--- src/rtl/aibio_dqs_dcs_pkg.sv ---
// Shared types and constants for the DQS duty-cycle-sensor calibration controller.
//   state_e  : controller FSM states
//   dec_e    : outcome of one averaged measurement
//   SRST_CYC : cycles the sensor is held in reset before the first measurement
package aibio_dqs_dcs_pkg;

  typedef enum logic [2:0] {
    IDLE,
    SRST,
    MEAS,
    DECIDE,
    DONE,
    TRACK
  } state_e;

  typedef enum logic [1:0] {
    DEC_TIE,
    DEC_HI,
    DEC_LO
  } dec_e;

  localparam int SRST_CYC = 4;

endpackage

--- src/rtl/aibio_dqs_dcs_meas.sv ---
// One chopped duty-cycle measurement.
// After `start`, the window runs 2*SETTLE_CYC + 2^AVG_W cycles:
//   settle (chop=0), N/2 samples (chop=0), settle (chop=1), N/2 samples (chop=1).
// The ones count is accumulated only in sample cycles.
// Ports:
//   clk, reset : controller clock, synchronous active-high reset
//   start      : pulse on the edge that begins a measurement
//   dc_gt_50   : registered sensor decision, summed in sample cycles
//   chopen     : registered sensor chop control
//   done       : high in the final sample cycle of the window
//   hi / lo    : valid with done; ones count (incl. final sample) above / below N/2
module aibio_dqs_dcs_meas #(
  parameter int AVG_W      = 4,
  parameter int SETTLE_CYC = 16
) (
  input  logic clk,
  input  logic reset,
  input  logic start,
  input  logic dc_gt_50,
  output logic chopen,
  output logic done,
  output logic hi,
  output logic lo
);

  localparam int N      = 1 << AVG_W;
  localparam int HALF_N = N / 2;
  localparam int LEN    = 2 * SETTLE_CYC + N;
  localparam int CW     = $clog2(LEN);

  localparam logic [CW-1:0] WIN0_LO = CW'(SETTLE_CYC);
  // Last sample of the first half; chop flips on this edge.
  localparam logic [CW-1:0] WIN0_HI = CW'(SETTLE_CYC + HALF_N - 1);
  localparam logic [CW-1:0] WIN1_LO = CW'(2 * SETTLE_CYC + HALF_N);
  localparam logic [CW-1:0] LAST    = CW'(LEN - 1);
  localparam logic [AVG_W:0] HALF   = (AVG_W + 1)'(HALF_N);

  logic            active_q, active_d;
  logic [CW-1:0]   cnt_q, cnt_d;
  logic            chop_q, chop_d;
  logic [AVG_W:0]  ones_q, ones_d;
  logic            sample;
  logic            last;
  logic [AVG_W:0]  ones_sum;

  always_comb begin
    sample   = active_q && (((cnt_q >= WIN0_LO) && (cnt_q <= WIN0_HI)) || (cnt_q >= WIN1_LO));
    ones_sum = ones_q + {{AVG_W{1'b0}}, sample & dc_gt_50};
    last     = active_q && (cnt_q == LAST);

    active_d = active_q;
    cnt_d    = cnt_q;
    chop_d   = chop_q;
    ones_d   = ones_q;
    if (start) begin
      active_d = 1'b1;
      cnt_d    = '0;
      chop_d   = 1'b0;
      ones_d   = '0;
    end else if (active_q) begin
      cnt_d  = cnt_q + CW'(1);
      ones_d = ones_sum;
      if (cnt_q == WIN0_HI) chop_d = 1'b1;
      // The verdict is taken from ones_sum this cycle, so the accumulator and
      // chop are already clear during the controller's decide cycle.
      if (last) begin
        active_d = 1'b0;
        cnt_d    = '0;
        chop_d   = 1'b0;
        ones_d   = '0;
      end
    end
  end

  always_ff @(posedge clk) begin
    if (reset) begin
      active_q <= 1'b0;
      cnt_q    <= '0;
      chop_q   <= 1'b0;
      ones_q   <= '0;
    end else begin
      active_q <= active_d;
      cnt_q    <= cnt_d;
      chop_q   <= chop_d;
      ones_q   <= ones_d;
    end
  end

  assign chopen = chop_q;
  assign done   = last;
  assign hi     = last && (ones_sum > HALF);
  assign lo     = last && (ones_sum < HALF);

endmodule

--- src/rtl/aibio_dqs_dcs_cal_ctrl.sv ---
// DQS duty-cycle calibration controller.
// Resets the DCS sensor, then runs a SAR binary search on the DCC trim code using
// chopped, averaged sensor decisions. Optionally follows with +/-1 tracking.
// Ports:
//   clk, reset        : controller clock, synchronous active-high reset
//   cal_start         : single-cycle start request (ignored while busy)
//   track_en          : continue with tracking after the search
//   cfg_clkdiv        : sensor divider, captured into dcs_clkdiv at start
//   dc_gt_50          : registered sensor decision
//   dcs_en/dcs_reset/chopen/dcs_clkdiv : sensor controls (all registered)
//   dcc_code          : trim code to the DCC
//   cal_busy/cal_done/cal_err : status
module aibio_dqs_dcs_cal_ctrl #(
  parameter int CODE_W     = 7,
  parameter int AVG_W      = 4,
  parameter int SETTLE_CYC = 16
) (
  input  logic              clk,
  input  logic              reset,
  input  logic              cal_start,
  input  logic              track_en,
  input  logic [1:0]        cfg_clkdiv,
  input  logic              dc_gt_50,
  output logic              dcs_en,
  output logic              dcs_reset,
  output logic              chopen,
  output logic [1:0]        dcs_clkdiv,
  output logic [CODE_W-1:0] dcc_code,
  output logic              cal_busy,
  output logic              cal_done,
  output logic              cal_err
);

  import aibio_dqs_dcs_pkg::*;

  localparam int IW = (CODE_W > 1) ? $clog2(CODE_W) : 1;
  localparam logic [CODE_W-1:0] CODE_MID = {1'b1, {(CODE_W-1){1'b0}}};

  state_e            state_q, state_d;
  logic [1:0]        srst_cnt_q, srst_cnt_d;
  logic [IW-1:0]     bit_q, bit_d;
  logic [CODE_W-1:0] code_q, code_d;
  dec_e              dec_q, dec_d;
  logic              trk_q, trk_d;
  logic [1:0]        clkdiv_q, clkdiv_d;
  logic              dcs_en_q, dcs_en_d;
  logic              dcs_reset_q, dcs_reset_d;
  logic              busy_q, busy_d;
  logic              done_q, done_d;
  logic              err_q, err_d;

  logic meas_start;
  logic meas_done;
  logic meas_hi;
  logic meas_lo;

  aibio_dqs_dcs_meas #(
    .AVG_W      (AVG_W),
    .SETTLE_CYC (SETTLE_CYC)
  ) u_meas (
    .clk      (clk),
    .reset    (reset),
    .start    (meas_start),
    .dc_gt_50 (dc_gt_50),
    .chopen   (chopen),
    .done     (meas_done),
    .hi       (meas_hi),
    .lo       (meas_lo)
  );

  always_comb begin
    state_d     = state_q;
    srst_cnt_d  = srst_cnt_q;
    bit_d       = bit_q;
    code_d      = code_q;
    dec_d       = dec_q;
    trk_d       = trk_q;
    clkdiv_d    = clkdiv_q;
    dcs_en_d    = dcs_en_q;
    dcs_reset_d = dcs_reset_q;
    busy_d      = busy_q;
    done_d      = done_q;
    err_d       = err_q;
    meas_start  = 1'b0;

    unique case (state_q)
      IDLE: begin
        if (cal_start) begin
          clkdiv_d    = cfg_clkdiv;
          done_d      = 1'b0;
          err_d       = 1'b0;
          trk_d       = 1'b0;
          dcs_en_d    = 1'b1;
          dcs_reset_d = 1'b1;
          busy_d      = 1'b1;
          srst_cnt_d  = '0;
          state_d     = SRST;
        end
      end

      SRST: begin
        srst_cnt_d = srst_cnt_q + 2'd1;
        if (srst_cnt_q == 2'(SRST_CYC - 1)) begin
          bit_d       = IW'(CODE_W - 1);
          code_d      = CODE_MID;
          dcs_reset_d = 1'b0;
          meas_start  = 1'b1;
          state_d     = MEAS;
        end
      end

      // MEAS (search) and TRACK (tracking) measure identically; trk_q tells
      // DECIDE which update rule applies.
      MEAS, TRACK: begin
        if (meas_done) begin
          dec_d   = meas_hi ? DEC_HI : (meas_lo ? DEC_LO : DEC_TIE);
          state_d = DECIDE;
        end
      end

      DECIDE: begin
        if (!trk_q) begin
          if (dec_q == DEC_HI) code_d[bit_q] = 1'b0;
          if (bit_q != '0) begin
            code_d[bit_q - IW'(1)] = 1'b1;
            bit_d      = bit_q - IW'(1);
            meas_start = 1'b1;
            state_d    = MEAS;
          end else begin
            state_d = DONE;
          end
        end else begin
          if ((dec_q == DEC_HI) && (code_q != '0)) code_d = code_q - CODE_W'(1);
          if ((dec_q == DEC_LO) && (code_q != '1)) code_d = code_q + CODE_W'(1);
          if (track_en) begin
            meas_start = 1'b1;
            state_d    = TRACK;
          end else begin
            dcs_en_d = 1'b0;
            busy_d   = 1'b0;
            state_d  = IDLE;
          end
        end
      end

      // Sensor stays enabled through DONE so tracking starts without an
      // enable glitch; it drops only on the way back to IDLE.
      DONE: begin
        done_d = 1'b1;
        err_d  = (code_q == '0) || (code_q == '1);
        if (track_en) begin
          trk_d      = 1'b1;
          meas_start = 1'b1;
          state_d    = TRACK;
        end else begin
          dcs_en_d = 1'b0;
          busy_d   = 1'b0;
          state_d  = IDLE;
        end
      end

      default: state_d = IDLE;
    endcase
  end

  always_ff @(posedge clk) begin
    if (reset) begin
      state_q     <= IDLE;
      srst_cnt_q  <= '0;
      bit_q       <= '0;
      code_q      <= CODE_MID;
      dec_q       <= DEC_TIE;
      trk_q       <= 1'b0;
      clkdiv_q    <= '0;
      dcs_en_q    <= 1'b0;
      dcs_reset_q <= 1'b0;
      busy_q      <= 1'b0;
      done_q      <= 1'b0;
      err_q       <= 1'b0;
    end else begin
      state_q     <= state_d;
      srst_cnt_q  <= srst_cnt_d;
      bit_q       <= bit_d;
      code_q      <= code_d;
      dec_q       <= dec_d;
      trk_q       <= trk_d;
      clkdiv_q    <= clkdiv_d;
      dcs_en_q    <= dcs_en_d;
      dcs_reset_q <= dcs_reset_d;
      busy_q      <= busy_d;
      done_q      <= done_d;
      err_q       <= err_d;
    end
  end

  assign dcs_en     = dcs_en_q;
  assign dcs_reset  = dcs_reset_q;
  assign dcs_clkdiv = clkdiv_q;
  assign dcc_code   = code_q;
  assign cal_busy   = busy_q;
  assign cal_done   = done_q;
  assign cal_err    = err_q;

endmodule

--- config.mk ---
export PLATFORM = sky130hd
export DESIGN_NAME = aibio_dqs_dcs_cal_ctrl
export DESIGN_NICKNAME = d
export VERILOG_FILES = /design/src/rtl/aibio_dqs_dcs_pkg.sv /design/src/rtl/aibio_dqs_dcs_meas.sv /design/src/rtl/aibio_dqs_dcs_cal_ctrl.sv
export SDC_FILE = /design/constraint.sdc
export NUM_CORES = 1
export LEC_CHECK = 0
export ABC_AREA = 0
export CAP_MARGIN = 20
export CORE_UTILIZATION = 48
export CTS_CLUSTER_DIAMETER = 30
export CTS_CLUSTER_SIZE = 40
export DETAILED_ROUTE_END_ITERATION = 10
export PLACE_DENSITY = 0.66
export SLEW_MARGIN = 5
export SYNTH_ARGS = -nofsm -noshare
export SYNTH_HDL_FRONTEND = slang
export SYNTH_SLANG_ARGS = --single-unit
--- constraint.sdc ---
create_clock -name clk -period 3 [get_ports clk]
set_input_delay 0.45 -clock clk [delete_from_list [all_inputs] [get_ports clk]]
set_output_delay 0.45 -clock clk [all_outputs]
set_load 0.1 [all_outputs]
# --- After elaboration in Yosys (flattened, before gate mapping) ---
# Index checks and enable logic that the tools add are counted.
# Widths: inputs -> output; s select.
classes:
  n_addsub: 6
  n_mul: 0
  div: 0
  magnitude_cmp: 9
  n_eq_ne: 20
  n_shift: 0
  muxes: 54
  bitwise: 4
  n_reduce_logical: 33
ops:
  columns: ["cell", "count"]
  rows:
  - ["$mux 7", 8]
  - ["$mux 3", 9]
  - ["$mux 1", 19]
  - ["$pmux 3 s5", 1]
  - ["$reduce_and 3->1", 5]
  - ["$pmux 7 s2", 1]
  - ["$ne 2x2->1 const B", 6]
  - ["$reduce_and 2->1", 5]
  - ["$logic_and 1x1->1", 9]
  - ["$pmux 1 s3", 3]
  - ["$lt 3x4->1 const B", 2]
  - ["$pmux 1 s2", 4]
  - ["$reduce_bool 2->1", 4]
  - ["$add 7x1->7 const B", 1]
  - ["$and 7x7->7", 1]
  - ["$eq 7x7->1 const B", 1]
  - ["$logic_not 7->1", 1]
  - ["$ne 7x7->1 const B", 1]
  - ["$not 7->7", 1]
  - ["$or 7x7->7", 1]
  - ["$reduce_bool 7->1", 1]
  - ["$sub 7x1->7 const B", 1]
  - ["$add 6x1->6 const B", 1]
  - ["$demux 1 s3", 2]
  - ["other kinds (29)", 38]
word_totals:
  reg_bits: 38
  latch_bits: 0
  mem_bits_rw: 0
  mem_bits_ro: 0
  out_inout_bits: 15
  memories: 0

# --- Depth between registers and ports, before layout ---
depth:
  word_depth: 13
  mapped_depth: 10
  ltp_nobuf: 10

# --- Modules after synthesis ---
# Synthesis repeated with hierarchy kept, for this count alone.
hier_totals:
  hier_cells: 297
  hier_area_um2: 2419.8
modules_own_cells:
  columns: ["module", "n_inst", "cells_each", "area_each_um2", "seq_area_each_um2"]
  rows:
  - ["aibio_dqs_dcs_cal_ctrl", 1, 215, 1699.1, 500.5]
  - ["aibio_dqs_dcs_meas", 1, 82, 720.7, 260.2]

# --- Worst setup path before layout ---
# OpenSTA, ideal clock, no wires.
synth_path:
  path_kind: "register to register"
  from: "register code_q[1], in the netlist dcc_code[1]"
  to: "register code_q[6], in the netlist dcc_code[6]"
  arrival_ps: 2931
  t_required_ps: 2879
  path_slack_ps: -52
  stages_incl_launch_ff: 11
  path_buffers: 0
  period_less_slack_ps: 3052
  cell_sequence: "dfxtp_1 > nand3_1 > o21ai_2 > inv_1 > fa_1 > nor2b_1 > o31a_1 > o22ai_1 > xnor2_1 > o311ai_1 > nand2_1"
synth_between:
  elab_chain_len: 5
  elab_cells_between_ends: 12
synth_rtl:
  columns: ["element", "line_no", "rtl"]
  rows:
  - ["start, declared", "aibio_dqs_dcs_cal_ctrl.sv:42", "logic [CODE_W-1:0] code_q, code_d;"]
  - ["start signal, assigned", "aibio_dqs_dcs_cal_ctrl.sv:184", "code_q <= code_d;"]
  - ["$sub 7x1->7 or $ne 7x7->1 (tied branches)", "aibio_dqs_dcs_cal_ctrl.sv:133, aibio_dqs_dcs_cal_ctrl.sv:134", null]
  - ["$mux 7 or $logic_and 1x1->1 (tied branches)", "aibio_dqs_dcs_cal_ctrl.sv:133, aibio_dqs_dcs_cal_ctrl.sv:134", null]
  - ["$mux 7", "aibio_dqs_dcs_cal_ctrl.sv:134", "if ((dec_q == DEC_LO) && (code_q != '1)) code_d = code_q + CODE_W'(1);"]
  - ["$mux 7", "aibio_dqs_dcs_cal_ctrl.sv:122", "if (!trk_q) begin"]
  - ["$pmux 7 s2", "aibio_dqs_dcs_cal_ctrl.sv:86", "unique case (state_q)"]
# Several ways; a longest one is shown, not always the timed one. The select of a mux whose other input is x is not followed.
# A chain may end at the register's enable or synchronous reset.

# --- Final worst setup path ---
layout_path:
  from: "register code_q[5], in the netlist dcc_code[5]"
  to: "register code_q[6], in the netlist dcc_code[6]"
# The elaborated chain is that of the path after synthesis.

==> run summary <==
clock network power share: 34.6%
VDD IR-drop max: 0.3645 mV
Buffers on Ports: 21
Crit path required time: 3.19 ns
Worst Max-Slew Pin Slew: 0.5376 ns
DR iter-0 viols: 112
P&R area growth vs syn: 12.53%
Sw Share: 29.94%
Hold Path Class: reg -> reg
Synth Cell Area: 0.002296 sq mm
Cell variety after synth: 57
CTS tree: done
nets: 328
Setup Viol. Count Final: 0
first-pass GRT wire length: 8604 microns
height of the die: 71.16 microns
clk_lat worst skew: 0.29 ns
FF+latch count, synth: 38
clk sinks: 38
Final Hold Vio Count: 0
cell chosen for the clock root: clkbuf_8
P_int: 0.7514 mW
Antenna Nets Post-Route: 0
hold buffers post-CTS: 0
share of cells above drive strength 1: 14.19%
Reg power frac: 50.3%
MaxCap Viol Count: 0
synth warn: 0
Logic pwr share: 15.1%
sw power: 0.3211 mW
total track usage: 21.48%
n_diodes: 0
Async SR Flop Fraction: 0%
Rel. slew slack: 63.88%
cts bufs inserted: 5
Setup TNS Final: 0 ns
Hold WS: 0.4626 ns
Setup Fix Bufs, Post-CTS: 0
Mapped Cells: 290
WP data arrival: 2.77 ns
Syn Nets: 309
gpl congestion: 0.8377
Worst Setup End Kind: flip-flop
Tcrit/Tclk final: 86.15%
number of global-route vias before repair: 1869
EDFF count, synth: 0
FF-to-FF path depth: 10
H-tree level count: 2
Die ar.: 0.005064 sq mm
Final Slew Violations: 0
Post-DP HPWL: 3749 microns
routed len/inst: 14.02 microns
CTS clk-pin slew, worst paths: 0.08 ns
Syn Area/Cell: 7.917 sq um
via count: 2102
I/O pins: 22
die width: 71.16 microns
Initial DRT Pass Iterations: 4
via-per-instance ratio: 5.807
post-route cell area: 0.002584 sq mm
outcome: finished, final reports clean
DRC: 0
Peak Freq: 386.9 MHz
Worst Path Max Fanout: 9
Core Rows: 24
prevailing post-synth register cell: dfxtp_1
Routed WL: 5074 microns
Tmin final: 2.585 ns
CP Launch Type: flip-flop
Crit Path Category: reg -> reg
Post-CTS Resized: 0
register area share after synthesis: 33.13%
GRT overflow: 0
initial core utilization: 51.31%
initial antenna violation count: 0
Core Box Area: 0.004474 sq mm
RSZ-0062 raised after global routing: no
LEAKAGE: 0.9582 nW
CTS max path bufs: 2
P per Cell Area: 415.1 mW/mm^2
largest net degree at the start of global routing: 19
hold path depth: 2
final core occ: 57.75%
Placed Area: 0.002489 sq mm
Setup Skew: 0.007973 ns
-- per-stage QoR --
stage          worst slack [ns]  cells  power, mW
2_1_floorplan           0.01332    290     0.6798
3_3_place_gp             0.5716    354     0.7127
3_5_place_dp             0.4973    354     0.7138
4_1_cts                  0.4245    362      1.087
5_1_grt                  0.1669    362      1.122
6_report                 0.4155    362      1.073
-- worst paths after layout --
check,start,to,slack (ns)
max,dcc_code[5],dcc_code[6],0.42
min,dcs_reset,dcs_reset,0.46
max reg2reg,dcc_code[5],dcc_code[6],0.42
min reg2reg,dcs_reset,dcs_reset,0.46
-- logic make-up (layout without fill, tap and decap cells) --
family	Yosys count	count (layout)	share of synthesized area, %
muxes	5	5	2.180
and+or+nand+nor	114	114	23.49
buffers and inverters	26	46	5.613
adders and majority gates	12	12	6.866
xor gates and xnor gates	9	9	3.433
DFF	38	38	33.13
AOI/OAI and AO/OA	86	86	25.29
-- metal layers --
layer | wire [microns] | vias up | part of all wire [%] | global-route usage, %
li1 | - | 1082 | - | -
met1 | 2620 | 972 | 52 | 31.01
met2 | 2173 | 43 | 43 | 31.75
met3 | 227 | 5 | 4.5 | 4.986
met4 | 53 | 0 | 1.0 | 6.444
met5 | 0 | - | 0 | 0
-- critical path: stages, from the launching register on --
cell	delay, ns
dfxtp_1	0.43
nand4_1	0.21
o21ai_2	0.42
inv_1	0.10
fa_1	0.41
nor2b_1	0.17
o31a_1	0.16
o22ai_1	0.10
xnor2_1	0.14
o311ai_1	0.24
nand2_1	0.08
-- cell type report --
| type | instances | area (sq um) |
|---|---|---|
| Fill cell | 406 | 1891 |
| Multi-Input combinational cell | 226 | 1406 |
| Sequential cell | 38 | 768.2 |
| Timing Repair Buffer | 23 | 187.7 |
| Clock buffer | 6 | 82.58 |
| Tap cell | 52 | 65.06 |
| Inverter | 15 | 61.31 |
| Clock inverter | 2 | 12.51 |
-- layout by cell type, fill, tap and decap left out, types with 2 or more instances in the layout --
master	count
o22ai_1	3
buf_4	17
a221oi_1	2
dfxtp_1	32
nand3_1	8
dfxtp_2	6
o32ai_1	2
clkbuf_8	6
nor2_1	45
a22o_1	2
ha_1	11
clkdlybuf4s50_1	6
and2b_1	2
nor3_1	13
nand4_1	2
a21boi_0	2
mux2i_1	5
o21ai_2	2
or3_1	2
a211oi_1	3
inv_1	13
xnor2_1	3
a21oi_1	24
nor4_1	3
nand2_1	22
a31oi_1	7
o21ai_0	11
xor2_1	6
o21ai_1	5
nand2b_1	5
o21bai_1	3
a22oi_1	6
nor2b_1	5
-- power groups by stage --
stage               Combinational [mW]  Clock (mW)  Sequential (mW)
finish                           0.162       0.371            0.539
global route                     0.175       0.405            0.542
CTS                              0.163       0.385            0.539
detailed placement               0.163           0            0.551
global placement                 0.162           0            0.551
floorplan                       0.0763           0            0.604
-- cells in the mapped netlist (all sizes together), types with 2 or more instances --
library cell / number / area, sq um
clkbuf: 8 / 40.04
a221oi: 2 / 17.52
a21boi: 2 / 15.01
a21oi: 25 / 128.9
a21o: 2 / 16.27
nand2b: 5 / 31.28
nand3: 8 / 40.04
a31oi: 7 / 43.79
a22o: 2 / 17.52
nand2: 22 / 82.58
nand4: 2 / 12.51
o21ai: 18 / 97.59
a22oi: 6 / 45.04
o21bai: 3 / 22.52
xnor2: 3 / 26.28
nor2: 45 / 168.9
nor4: 3 / 18.77
nor2b: 5 / 31.28
nand3b: 2 / 18.77
o32ai: 2 / 17.52
a211oi: 3 / 22.52
dfxtp: 38 / 760.7
xor2: 6 / 52.55
or3: 2 / 12.51
o22ai: 3 / 18.77
mux2i: 5 / 50.05
inv: 14 / 52.55
nor3: 13 / 65.06
ha: 11 / 137.6
and2b: 2 / 15.01
buf: 3 / 27.52
-- sequential cells by signal (all words and copies together), names as in the netlist --
name,count
cal_done,1
u_meas.chopen,1
u_meas.cnt_q,6
trk_q,1
u_meas.active_q,1
dcs_clkdiv,2
cal_err,1
dcc_code,7
bit_q,3
dec_q,2
srst_cnt_q,2
cal_busy,1
u_meas.ones_q,5
state_q,3
dcs_reset,1
dcs_en,1
(Power assumes the default switching activity.)
